==> src/rtl/mac_fixed_pipe.sv <==
// Pipelined signed fixed-point MAC with bias and saturating requantise; ROUND_NEAREST_EN selects round-half-up over floor.
// Latency 4 cycles from the last beat to out_valid; no backpressure, so a beat is accepted on every cycle with in_valid.
module mac_fixed_pipe #(
  parameter int DATA_W = 16,
  parameter int FRAC_W = 15,
  parameter int ACC_W  = 40,
  parameter int CNT_W  = 10
) (
  input  logic              clk,
  input  logic              rst_n,
  input  logic              in_valid,
  input  logic              in_first,
  input  logic              in_last,
  input  logic [DATA_W-1:0] in_a,
  input  logic [DATA_W-1:0] in_b,
  input  logic [DATA_W-1:0] in_bias,
  output logic              out_valid,
  output logic [DATA_W-1:0] out_q,
  output logic              out_sat,
  output logic [CNT_W-1:0]  out_cnt,
  output logic              proto_err
);

  localparam int P_W = 2 * DATA_W;

  localparam logic signed [ACC_W-1:0] Q_MAX = {{(ACC_W-DATA_W+1){1'b0}}, {(DATA_W-1){1'b1}}};
  localparam logic signed [ACC_W-1:0] Q_MIN = {{(ACC_W-DATA_W+1){1'b1}}, {(DATA_W-1){1'b0}}};
  localparam logic [CNT_W-1:0]        CNT_ONE = {{(CNT_W-1){1'b0}}, 1'b1};
  localparam logic [CNT_W-1:0]        CNT_MAX = {CNT_W{1'b1}};
  localparam logic [DATA_W-1:0]       OUT_MAX = {1'b0, {(DATA_W-1){1'b1}}};
  localparam logic [DATA_W-1:0]       OUT_MIN = {1'b1, {(DATA_W-1){1'b0}}};

  // Stage 1: input capture
  logic                     s1_vld, s1_first, s1_last;
  logic signed [DATA_W-1:0] s1_a, s1_b, s1_bias;

  always_ff @(posedge clk or negedge rst_n) begin
    if (!rst_n) begin
      s1_vld   <= 1'b0;
      s1_first <= 1'b0;
      s1_last  <= 1'b0;
      s1_a     <= '0;
      s1_b     <= '0;
      s1_bias  <= '0;
    end else begin
      s1_vld   <= in_valid;
      s1_first <= in_first;
      s1_last  <= in_last;
      s1_a     <= in_a;
      s1_b     <= in_b;
      s1_bias  <= in_bias;
    end
  end

  // Stage 2: full-precision product
  logic signed [P_W-1:0]    a_ext, b_ext, prod;
  logic                     s2_vld, s2_first, s2_last;
  logic signed [P_W-1:0]    s2_p;
  logic signed [DATA_W-1:0] s2_bias;

  assign a_ext = {{DATA_W{s1_a[DATA_W-1]}}, s1_a};
  assign b_ext = {{DATA_W{s1_b[DATA_W-1]}}, s1_b};
  assign prod  = a_ext * b_ext;

  always_ff @(posedge clk or negedge rst_n) begin
    if (!rst_n) begin
      s2_vld   <= 1'b0;
      s2_first <= 1'b0;
      s2_last  <= 1'b0;
      s2_p     <= '0;
      s2_bias  <= '0;
    end else begin
      s2_vld   <= s1_vld;
      s2_first <= s1_first;
      s2_last  <= s1_last;
      s2_p     <= prod;
      s2_bias  <= s1_bias;
    end
  end

  // Stage 3: accumulate
  logic signed [ACC_W-1:0] acc, acc_nxt, p_ext, bias_ext;
  logic [CNT_W-1:0]        cnt, cnt_nxt;
  logic                    active, active_nxt;
  logic                    s3_load, load_nxt;
  logic                    s3_err, err_nxt;

  assign p_ext    = {{(ACC_W-P_W){s2_p[P_W-1]}}, s2_p};
  assign bias_ext = {{(ACC_W-DATA_W-FRAC_W){s2_bias[DATA_W-1]}}, s2_bias, {FRAC_W{1'b0}}};

  always_comb begin
    acc_nxt    = acc;
    cnt_nxt    = cnt;
    active_nxt = active;
    load_nxt   = 1'b0;
    err_nxt    = 1'b0;
    if (s2_vld) begin
      if (s2_first) begin
        // A first beat always restarts, discarding any open partial sum.
        acc_nxt    = bias_ext + p_ext;
        cnt_nxt    = CNT_ONE;
        active_nxt = !s2_last;
        load_nxt   = s2_last;
      end else if (active) begin
        acc_nxt    = acc + p_ext;
        cnt_nxt    = (cnt == CNT_MAX) ? cnt : cnt + CNT_ONE;
        active_nxt = !s2_last;
        load_nxt   = s2_last;
      end else begin
        err_nxt = 1'b1;
      end
    end
  end

  always_ff @(posedge clk or negedge rst_n) begin
    if (!rst_n) begin
      acc     <= '0;
      cnt     <= '0;
      active  <= 1'b0;
      s3_load <= 1'b0;
      s3_err  <= 1'b0;
    end else begin
      acc     <= acc_nxt;
      cnt     <= cnt_nxt;
      active  <= active_nxt;
      s3_load <= load_nxt;
      s3_err  <= err_nxt;
    end
  end

  // Stage 4: requantise and saturate
  logic signed [ACC_W-1:0] acc_rnd, r;
  logic [DATA_W-1:0]       q_nxt;
  logic                    sat_nxt;

`ifdef ROUND_NEAREST_EN
  localparam logic signed [ACC_W-1:0] RND = {{(ACC_W-FRAC_W){1'b0}}, 1'b1, {(FRAC_W-1){1'b0}}};
  assign acc_rnd = acc + RND;
`else
  assign acc_rnd = acc;
`endif

  assign r = acc_rnd >>> FRAC_W;

  always_comb begin
    q_nxt   = r[DATA_W-1:0];
    sat_nxt = 1'b0;
    if (r > Q_MAX) begin
      q_nxt   = OUT_MAX;
      sat_nxt = 1'b1;
    end else if (r < Q_MIN) begin
      q_nxt   = OUT_MIN;
      sat_nxt = 1'b1;
    end
  end

  always_ff @(posedge clk or negedge rst_n) begin
    if (!rst_n) begin
      out_valid <= 1'b0;
      proto_err <= 1'b0;
      out_q     <= '0;
      out_sat   <= 1'b0;
      out_cnt   <= '0;
    end else begin
      out_valid <= s3_load;
      proto_err <= s3_err;
      if (s3_load) begin
        out_q   <= q_nxt;
        out_sat <= sat_nxt;
        out_cnt <= cnt;
      end
    end
  end

endmodule

==> config.mk <==
export PLATFORM = sky130hd
export DESIGN_NAME = mac_fixed_pipe
export DESIGN_NICKNAME = d
export VERILOG_FILES = /design/src/rtl/mac_fixed_pipe.sv
export SDC_FILE = /design/constraint.sdc
export NUM_CORES = 1
export LEC_CHECK = 0
export BUFFER_PORTS_ARGS = -buffer_cell sky130_fd_sc_hd__buf_2
export CAP_MARGIN = 40
export CORE_UTILIZATION = 30
export DETAILED_ROUTE_END_ITERATION = 6
export SYNTH_ARGS = -nofsm -noshare
export SYNTH_HDL_FRONTEND = slang
export SYNTH_SLANG_ARGS = --single-unit
==> constraint.sdc <==
create_clock -name clk -period 14 [get_ports clk]
set_input_delay 2.8 -clock clk [delete_from_list [all_inputs] [get_ports clk]]
set_output_delay 2.8 -clock clk [all_outputs]
set_load 0.1 [all_outputs]
* Yosys cells after proc, flatten, opt, wreduce, memory -nomap -nowiden
Cells that the tools add are included.
** Operators by class
- Add/sub/neg operators :: 3
- Multipliers :: 1
- Magnitude comparators :: 2
- Eq/ne operators :: 2
- Mux-type cells :: 17
- Reduce and logical (&&, ||, !) cells :: 4
** Operators by type and width (number)
- $mux W40 :: 2
- $add A40 B32 Y40 :: 1
- $add A31 B32 Y33 :: 1
- $mul A16 B16 Y32 :: 1
- $mux W16 :: 2
- $mux W10 :: 3
- $gt A25 B16 Y1 const B :: 1
- $lt A25 B16 Y1 const B :: 1
- $add A10 B1 Y10 const B :: 1
- $eq A10 B10 Y1 const B :: 1
- $mux W1 :: 10
- $reduce_and A3 Y1 :: 1
- $ne A2 B2 Y1 const B :: 1
- $reduce_and A2 Y1 :: 1
- $reduce_bool A2 Y1 :: 1
- $logic_not A1 Y1 :: 1
** Word-level totals
- Register bits after elaboration :: 184
- Input port bits :: 53
- Output and inout bits :: 29

* Longest topological paths before layout
Gate-level depths: netlist of run 1.
- Depth in word-level cells :: 4
- Depth in mapped cells :: 26
- Mapped depth without buffers :: 25

* Worst setup path after synthesis of run 1
OpenSTA, ideal clock, no wires.
- Kind :: register -> register
- Start point :: register s1_a[10]
- End point :: register s2_p[30]
- Setup time :: 0.080 ns
- Arrival time :: 6.098 ns
- Required time :: 13.920 ns
- Setup slack :: 7.822 ns
- Stages on the path, launching flop included :: 23
- Period minus slack after synthesis :: 6.178 ns
- Cell sequence :: dfrtp_1 -> clkbuf_1 -> nand2_1 -> fa_1 -> fa_1 -> fa_1 -> fa_1 -> inv_1 -> fa_1 -> inv_1 -> fa_1 -> inv_1 -> ha_1 -> a21o_1 -> nand3_1 -> a41oi_1 -> nor3_2 -> a211oi_1 -> o31a_1 -> nand2b_4 -> a221o_1 -> a21oi_2 -> xnor2_1
** Between the ends
- Cells in the longest elaborated chain, start to end :: 1
** Ends and longest elaborated chain
- start, declared :: RTL line 35 : logic signed [DATA_W-1:0] s1_a, s1_b, s1_bias;
- start signal, assigned :: RTL line 49 : s1_a <= in_a;
- $mul A16 B16 Y32 :: RTL line 63 : assign prod = a_ext * b_ext;
- named net prod[30] :: RTL line 56 : logic signed [P_W-1:0] a_ext, b_ext, prod;
- end signal, assigned :: RTL line 76 : s2_p <= prod;
- end, declared :: RTL line 58 : logic signed [P_W-1:0] s2_p;
The timed path passes the listed nets, and every way through them passes these cells.
A chain may end at the register's enable or synchronous reset.

* Worst setup path in the final report of run 1
- Start point :: register s1_a[13]
- End point :: register s2_p[30]
The elaborated chain is that of the path after synthesis.

==> results.py, run 1 <==
metrics = {
    "finish": {
        "diodes": 0,
        "final_nets": 2472,
        "drive_gt1_share_pct": 7.74,
        "areaGrowthSynthToFinish_pct": 10.6,
        "design_area_mm2": 0.0207,
        "instances_no_fill": 2866,
    },
    "clocking": {
        "numCtsBuffers": 17,
        "clock-sinks": 184,
        "cts_resized": 0,
        "clockRootBuffer": "clkbuf_16",
        "htree_levels": 4,
        "clk_path_buf_depth": 2,
        "cts_setup_buffers": 0,
        "clock_latency_ns": 0.50,
        "holdBufCountCts": 0,
        "tritoncts": "built",
        "cts.clk_slew.worst_paths_ns": 0.07,
    },
    "synth": {
        "synthTopCellsByArea": "fa_1 28%, dfrtp_1 25%, ha_1 9.3%, inv_1 7.2%, nand2_1 4.2%",
        "synth_nets": 2422,
        "synth_edf_count": 0,
        "syn_avg_cell_area_um2": 9.52,
        "synth_flop_cell": "dfrtp_1",
        "synth_seq_cells": 184,
        "seq_area_frac_synth_pct": 24.6,
        "synth_cell_type_count": 68,
        "netlist_area_mm2": 0.0187,
        "synth_top_area_share_pct": 28.2,
        "yosys_warnings": 0,
        "synth_top_area_cell": "fa_1",
        "syn_inst": 1966,
        "async_reset_ff_share_pct": 100,
    },
    "global_route": {
        "overflow": 0,
        "grt_max_degree": 106,
        "grt_pass1_vias": 14400,
        "antenna_found_initial": 0,
        "grt_pass1_wl_um": 74800,
        "gr-usage-met3_pct": 2.38,
        "busiest_layer": "met2",
        "grtUsageTotal_pct": 15.0,
        "gr-usage-met1_pct": 19.9,
        "met2_usage_pct": 25.1,
    },
    "timing": {
        "tightest_slew_ns": 0.847,
        "maxSlewViolCount": 0,
        "fin_crit_ns": 6.75,
        "hold_violations": 0,
        "period_share_pct": 48.2,
        "rsz0062_at_grt": "false",
        "fin_skew_ns": 0.0163,
        "fmax_ghz": 0.148,
        "fin_setup_tns_ns": 0,
        "setup_viol": 0,
        "slew_headroom_pct": 43.3,
    },
    "critical_path": {
        "crit_top_cell": "fa_1",
        "endpoint": "s2_p[30]",
        "crit_slowest_cell": "dfrtp_1",
        "max_stage_delay_ns": 0.76,
        "r2r_slack_ns": 7.25,
        "critPathArrivalTime_ns": 7.15,
        "reg2reg_depth": 21,
        "required_ns": 14.40,
        "startpoint": "s1_a[13]",
        "crit_type": "reg -> reg",
        "crit_cells": 21,
        "crit_fanout": 16,
        "critPathLaunchType": "flip-flop",
        "timing.rr.end": "s2_p[30]",
        "cp_top_family": "adder cells",
        "end_kind": "flip-flop",
        "r2r-start": "s1_a[13]",
        "cp_num_buf_inv": 3,
        "crit_chain": "nand2_1 > fa_1 > fa_1 > fa_1 > inv_1 > fa_1 > fa_1 > inv_1 > fa_1 > inv_1 > ha_1 > o21a_1 > o21ai_0 > a41oi_1 > nor3_2 > a211oi_1 > o31a_1 > nand2b_4 > a221o_1 > a21oi_2 > xnor2_1",
    },
    "route": {
        "drt-wirelength-per-cell_um": 15.4,
        "postRouteAntennaNets": 0,
        "wl_um": 44100,
        "viasPerCell": 4.63,
        "drc": 0,
        "vias": 13300,
        "first_pass_iters": 6,
        "drtIter0Drc": 699,
    },
    "outcome": {
        "status": "finished clean",
    },
    "worst_hold_path": {
        "hold_class": "reg -> reg",
    },
    "place": {
        "dpl_cell_area_mm2": 0.0201,
        "dp_hpwl_um": 35000,
        "place.gp.congestion": 0.881,
        "port_buffers": 81,
        "dp_cells": 2834,
    },
    "flow_run": {
        "cap_violations": 0,
    },
    "floorplan": {
        "die_w_um": 252,
        "die_y_um": 252,
        "row_count": 91,
        "initial_core_util_pct": 30.3,
        "dieArea_mm2": 0.0634,
        "core-area_mm2": 0.0617,
        "io_pins": 82,
    },
}
-- final cells by class --
class	instances	area, µm²
Sequential cell	184	4610
Clock buffer	18	439
Fill cell	6314	41000
Inverter	357	1340
Clock inverter	14	189
Timing Repair Buffer	90	514
Multi-Input combinational cell	1366	12600
Tap cell	837	1050
-- synthesized netlist by cell type, drive strengths merged, types with 4 or more instances --
master	count
a22oi	4
nor2b	21
nand4	11
mux2	15
ha	139
inv	357
and3	11
a41oi	4
fa	264
a21o	26
a31oi	11
nand3	21
or3	5
nor2	106
o21a	12
xor2	25
o21bai	11
clkbuf	56
o211ai	7
a211o	4
a221o	4
xnor2	53
nand2	209
nor3	16
nor4	4
dfrtp	184
o21ai	74
o31ai	8
nand2b	18
a21oi	103
o22ai	5
and2	123
a31o	4
a211oi	11
-- placed cells by master (no fill, tap or decap), drive strengths merged, types with 12 or more instances in the layout --
cell type	n
a21o	26
a21oi	103
and2	123
buf	89
clkbuf	19
dfrtp	184
fa	264
ha	139
inv	367
mux2	15
nand2	209
nand2b	18
nand3	21
nor2	106
nor2b	21
nor3	16
o21a	12
o21ai	74
xnor2	53
xor2	25
-- worst min path at each step --
stage	depth (start not counted)	startpoint	endpoint	slack, ns
floorplan	0	s3_err	proto_err	0.33
global placement	0	s1_bias[7]	s2_bias[7]	0.33
detailed placement	0	s1_bias[4]	s2_bias[4]	0.34
CTS	0	s1_bias[15]	s2_bias[15]	0.35
global route	0	s1_bias[4]	s2_bias[4]	0.36
finish	0	s1_bias[15]	s2_bias[15]	0.35
-- flip-flops by register name (all words and copies together) (netlist names), 10 cells and up --
register and cells:
acc 40, cnt 10, out_q 16, s1_bias 16
out_cnt 10, s1_b 16, s1_a 16, s2_p 32
s2_bias 16
-- cell families after synthesis --
| family | count (synthesis) | share of synthesized area [%] |
|---|---|---|
| simple gates | 558 | 14.4 |
| buf+inv | 416 | 8.34 |
| fa+ha+maj | 403 | 37.5 |
| compound gates | 309 | 10.5 |
| flops | 184 | 24.6 |
| xor+xnor | 78 | 3.65 |
| mux | 18 | 1.06 |
-- per-stage QoR --
| stage | setup WS [ns] | utilization (%) | hold WS, ns |
|---|---|---|---|
| 5_1_grt | 6.85 | 33.6 | 0.357 |
| 2_1_floorplan | 7.82 | - | 0.331 |
| 3_3_place_gp | 7.38 | 32.5 | 0.333 |
| 6_report | 7.25 | 33.6 | 0.349 |
| 3_5_place_dp | 7.25 | 32.5 | 0.336 |
| 4_1_cts | 7.23 | 33.6 | 0.353 |
-- per-layer routing --
| layer | part of all wire [%] | wire (µm) |
|---|---|---|
| met1 | 46 | 20300 |
| met2 | 48 | 21200 |
| met3 | 4.0 | 1760 |
| met4 | 1.8 | 784 |
| met5 | 0 | 0 |
Power of run 1 is left out: the tool's default activity adds up to more than one toggle a clock period on the data nets, which glitch-free logic cannot reach.
==> inputs of run 2 (changes only) <==
Clock period 14 ns to 6.1 ns, I/O delays scaled along.
==> run 2 against run 1 <==
- cell count up 5.3%
- global-route usage down 0.20 points
- wire length up 0.43%
- non-clock buffer count up 151
- clock skew down 0.0022 ns
- critical path type unchanged
- first-iteration DRC count down 19%
- worst setup slack worse by 7.2 ns
- largest cell class unchanged
- sequential cell count unchanged
- die area unchanged
- hold slack worse by 0.0024 ns
==> results.py, run 2 (synthesis gave the netlist of run 1 again) <==
metrics = {
    "outcome": {
        "status": "finished clean",
    },
    "clocking": {
        "clock_latency_ns": 0.48,
        "holdBufCountCts": 0,
        "clockRootBuffer": "clkbuf_16",
        "htree_levels": 4,
        "numCtsBuffers": 17,
        "clk_path_buf_depth": 2,
        "tritoncts": "built",
        "clock-sinks": 184,
        "cts.clk_slew.worst_paths_ns": 0.07,
    },
    "global_route": {
        "grt_max_degree": 90,
        "grt_pass1_wl_um": 75100,
        "grtUsageTotal_pct": 14.8,
        "grt_pass1_vias": 14800,
        "overflow": 0,
        "antenna_found_initial": 0,
    },
    "route": {
        "drc": 0,
        "vias": 13800,
        "drt-wirelength-per-cell_um": 14.7,
        "wl_um": 44200,
        "postRouteAntennaNets": 0,
        "drtIter0Drc": 564,
        "viasPerCell": 4.56,
        "first_pass_iters": 5,
    },
    "finish": {
        "final_common_cell": "inv_1",
        "largest_reg_flops": 40,
        "diodes": 0,
        "largest_register": "acc",
        "areaGrowthSynthToFinish_pct": 18.7,
        "fillers": 6263,
        "final_nets": 2623,
        "final_cell_mix": "344 x inv_1, 257 x fa_1, 204 x nand2_1, 167 x dfrtp_1, 136 x buf_4",
        "largest_registers": "acc (40), s2_p (32)",
        "utilization_pct": 36.0,
        "drive_gt1_share_pct": 17.8,
        "instances_no_fill": 3017,
    },
    "floorplan": {
        "row_count": 91,
        "die_y_um": 252,
        "core-area_mm2": 0.0617,
        "initial_core_util_pct": 30.3,
        "die_w_um": 252,
        "io_pins": 82,
        "dieArea_mm2": 0.0634,
    },
    "worst_hold_path": {
        "hold_class": "reg -> reg",
    },
    "timing": {
        "tightest_slew_ns": 0.778,
        "setup_viol": 0,
        "hold_violations": 0,
        "rsz0062_at_grt": "true",
        "fin_skew_ns": 0.0141,
        "slew_headroom_pct": 47.9,
        "fmax_ghz": 0.165,
        "maxSlewViolCount": 0,
        "fin_crit_ns": 6.08,
        "whs_ns": 0.347,
        "period_share_pct": 99.6,
    },
    "place": {
        "dp_cells": 2964,
        "place.gp.congestion": 0.875,
        "dp_hpwl_um": 36100,
        "port_buffers": 81,
    },
    "critical_path": {
        "critPathLaunchType": "flip-flop",
        "critPathArrivalTime_ns": 6.47,
        "r2r_slack_ns": 0.02,
        "end_kind": "flip-flop",
        "crit_type": "reg -> reg",
        "required_ns": 6.49,
        "crit_fanout": 4,
    },
    "flow_run": {
        "cap_violations": 0,
    },
}
run 2: cell count changes in the layout (fill, tap and decap cells not counted), sizes merged:
| cell | delta |
|---|---|
| clkinv | +5 |
| bufinv | -1 |
| clkinvlp | +1 |
| buf | +151 |
| inv | -5 |
run 2: repair_timing:
item / in CTS / in global routing
pin swaps: 42 / 24
buffers inserted: 15 / 6
setup endpoints to repair: 5 / 7
resized for setup: 56 / 56
run 2: routing by layer:
metal	track usage [%]	vias to the layer above	share of wire [%]
met1	20.0	6833	48
met5	0	-	0
met3	2.42	39	3.7
met4	4.07	0	1.6
li1	-	6631	-
met2	24.5	260	47
run 2: final cells by class:
type / instances / area [µm²] / share of cell area [%]
clock buffer: 18 / 429 / 1.93
timing repair buffer: 241 / 1720 / 7.75
tap: 837 / 1050 / 4.71
clock inverter: 14 / 179 / 0.805
sequential: 184 / 4630 / 20.8
inverter: 357 / 1340 / 6.03
multi-input combinational: 1366 / 12900 / 57.9
run 2: final timing paths:
path                            start    endpoint  cells after the start
max                           s1_a[7]    s2_p[30]                     25
min                        s1_bias[7]  s2_bias[7]                      0
max reg2reg                   s1_a[7]    s2_p[30]                     25
min reg2reg                s1_bias[7]  s2_bias[7]                      0
max in group asynchronous       rst_n  s1_bias[9]                      2
min in group asynchronous       rst_n      cnt[0]                      1
run 2: per-stage QoR:
stage / setup TNS (ns) / instance area, µm² / setup WS (ns)
5_1_grt: -0.436 / 22200 / -0.206
2_1_floorplan: 0 / 18700 / 0.00288
3_3_place_gp: -0.352 / 21000 / -0.157
3_5_place_dp: -0.741 / 21000 / -0.289
6_report: 0 / 22200 / 0.0214
4_1_cts: -0.0252 / 22000 / -0.0164
run 2: critical path, stage by stage, from the launching register on:
cell	delay, ns
dfrtp_1	0.41
buf_6	0.14
nand2_2	0.06
fa_1	0.53
inv_1	0.05
fa_1	0.49
inv_2	0.04
fa_1	0.52
inv_2	0.06
fa_1	0.50
fa_1	0.52
inv_1	0.05
fa_1	0.48
inv_2	0.05
ha_4	0.21
o21a_1	0.21
o21ai_2	0.17
buf_4	0.15
nor4b_4	0.04
nor3_4	0.18
a211oi_2	0.11
o31a_1	0.28
nand2b_4	0.15
a221o_1	0.33
a21oi_2	0.13
xnor2_1	0.13
Power of run 2 is left out for the same reason.
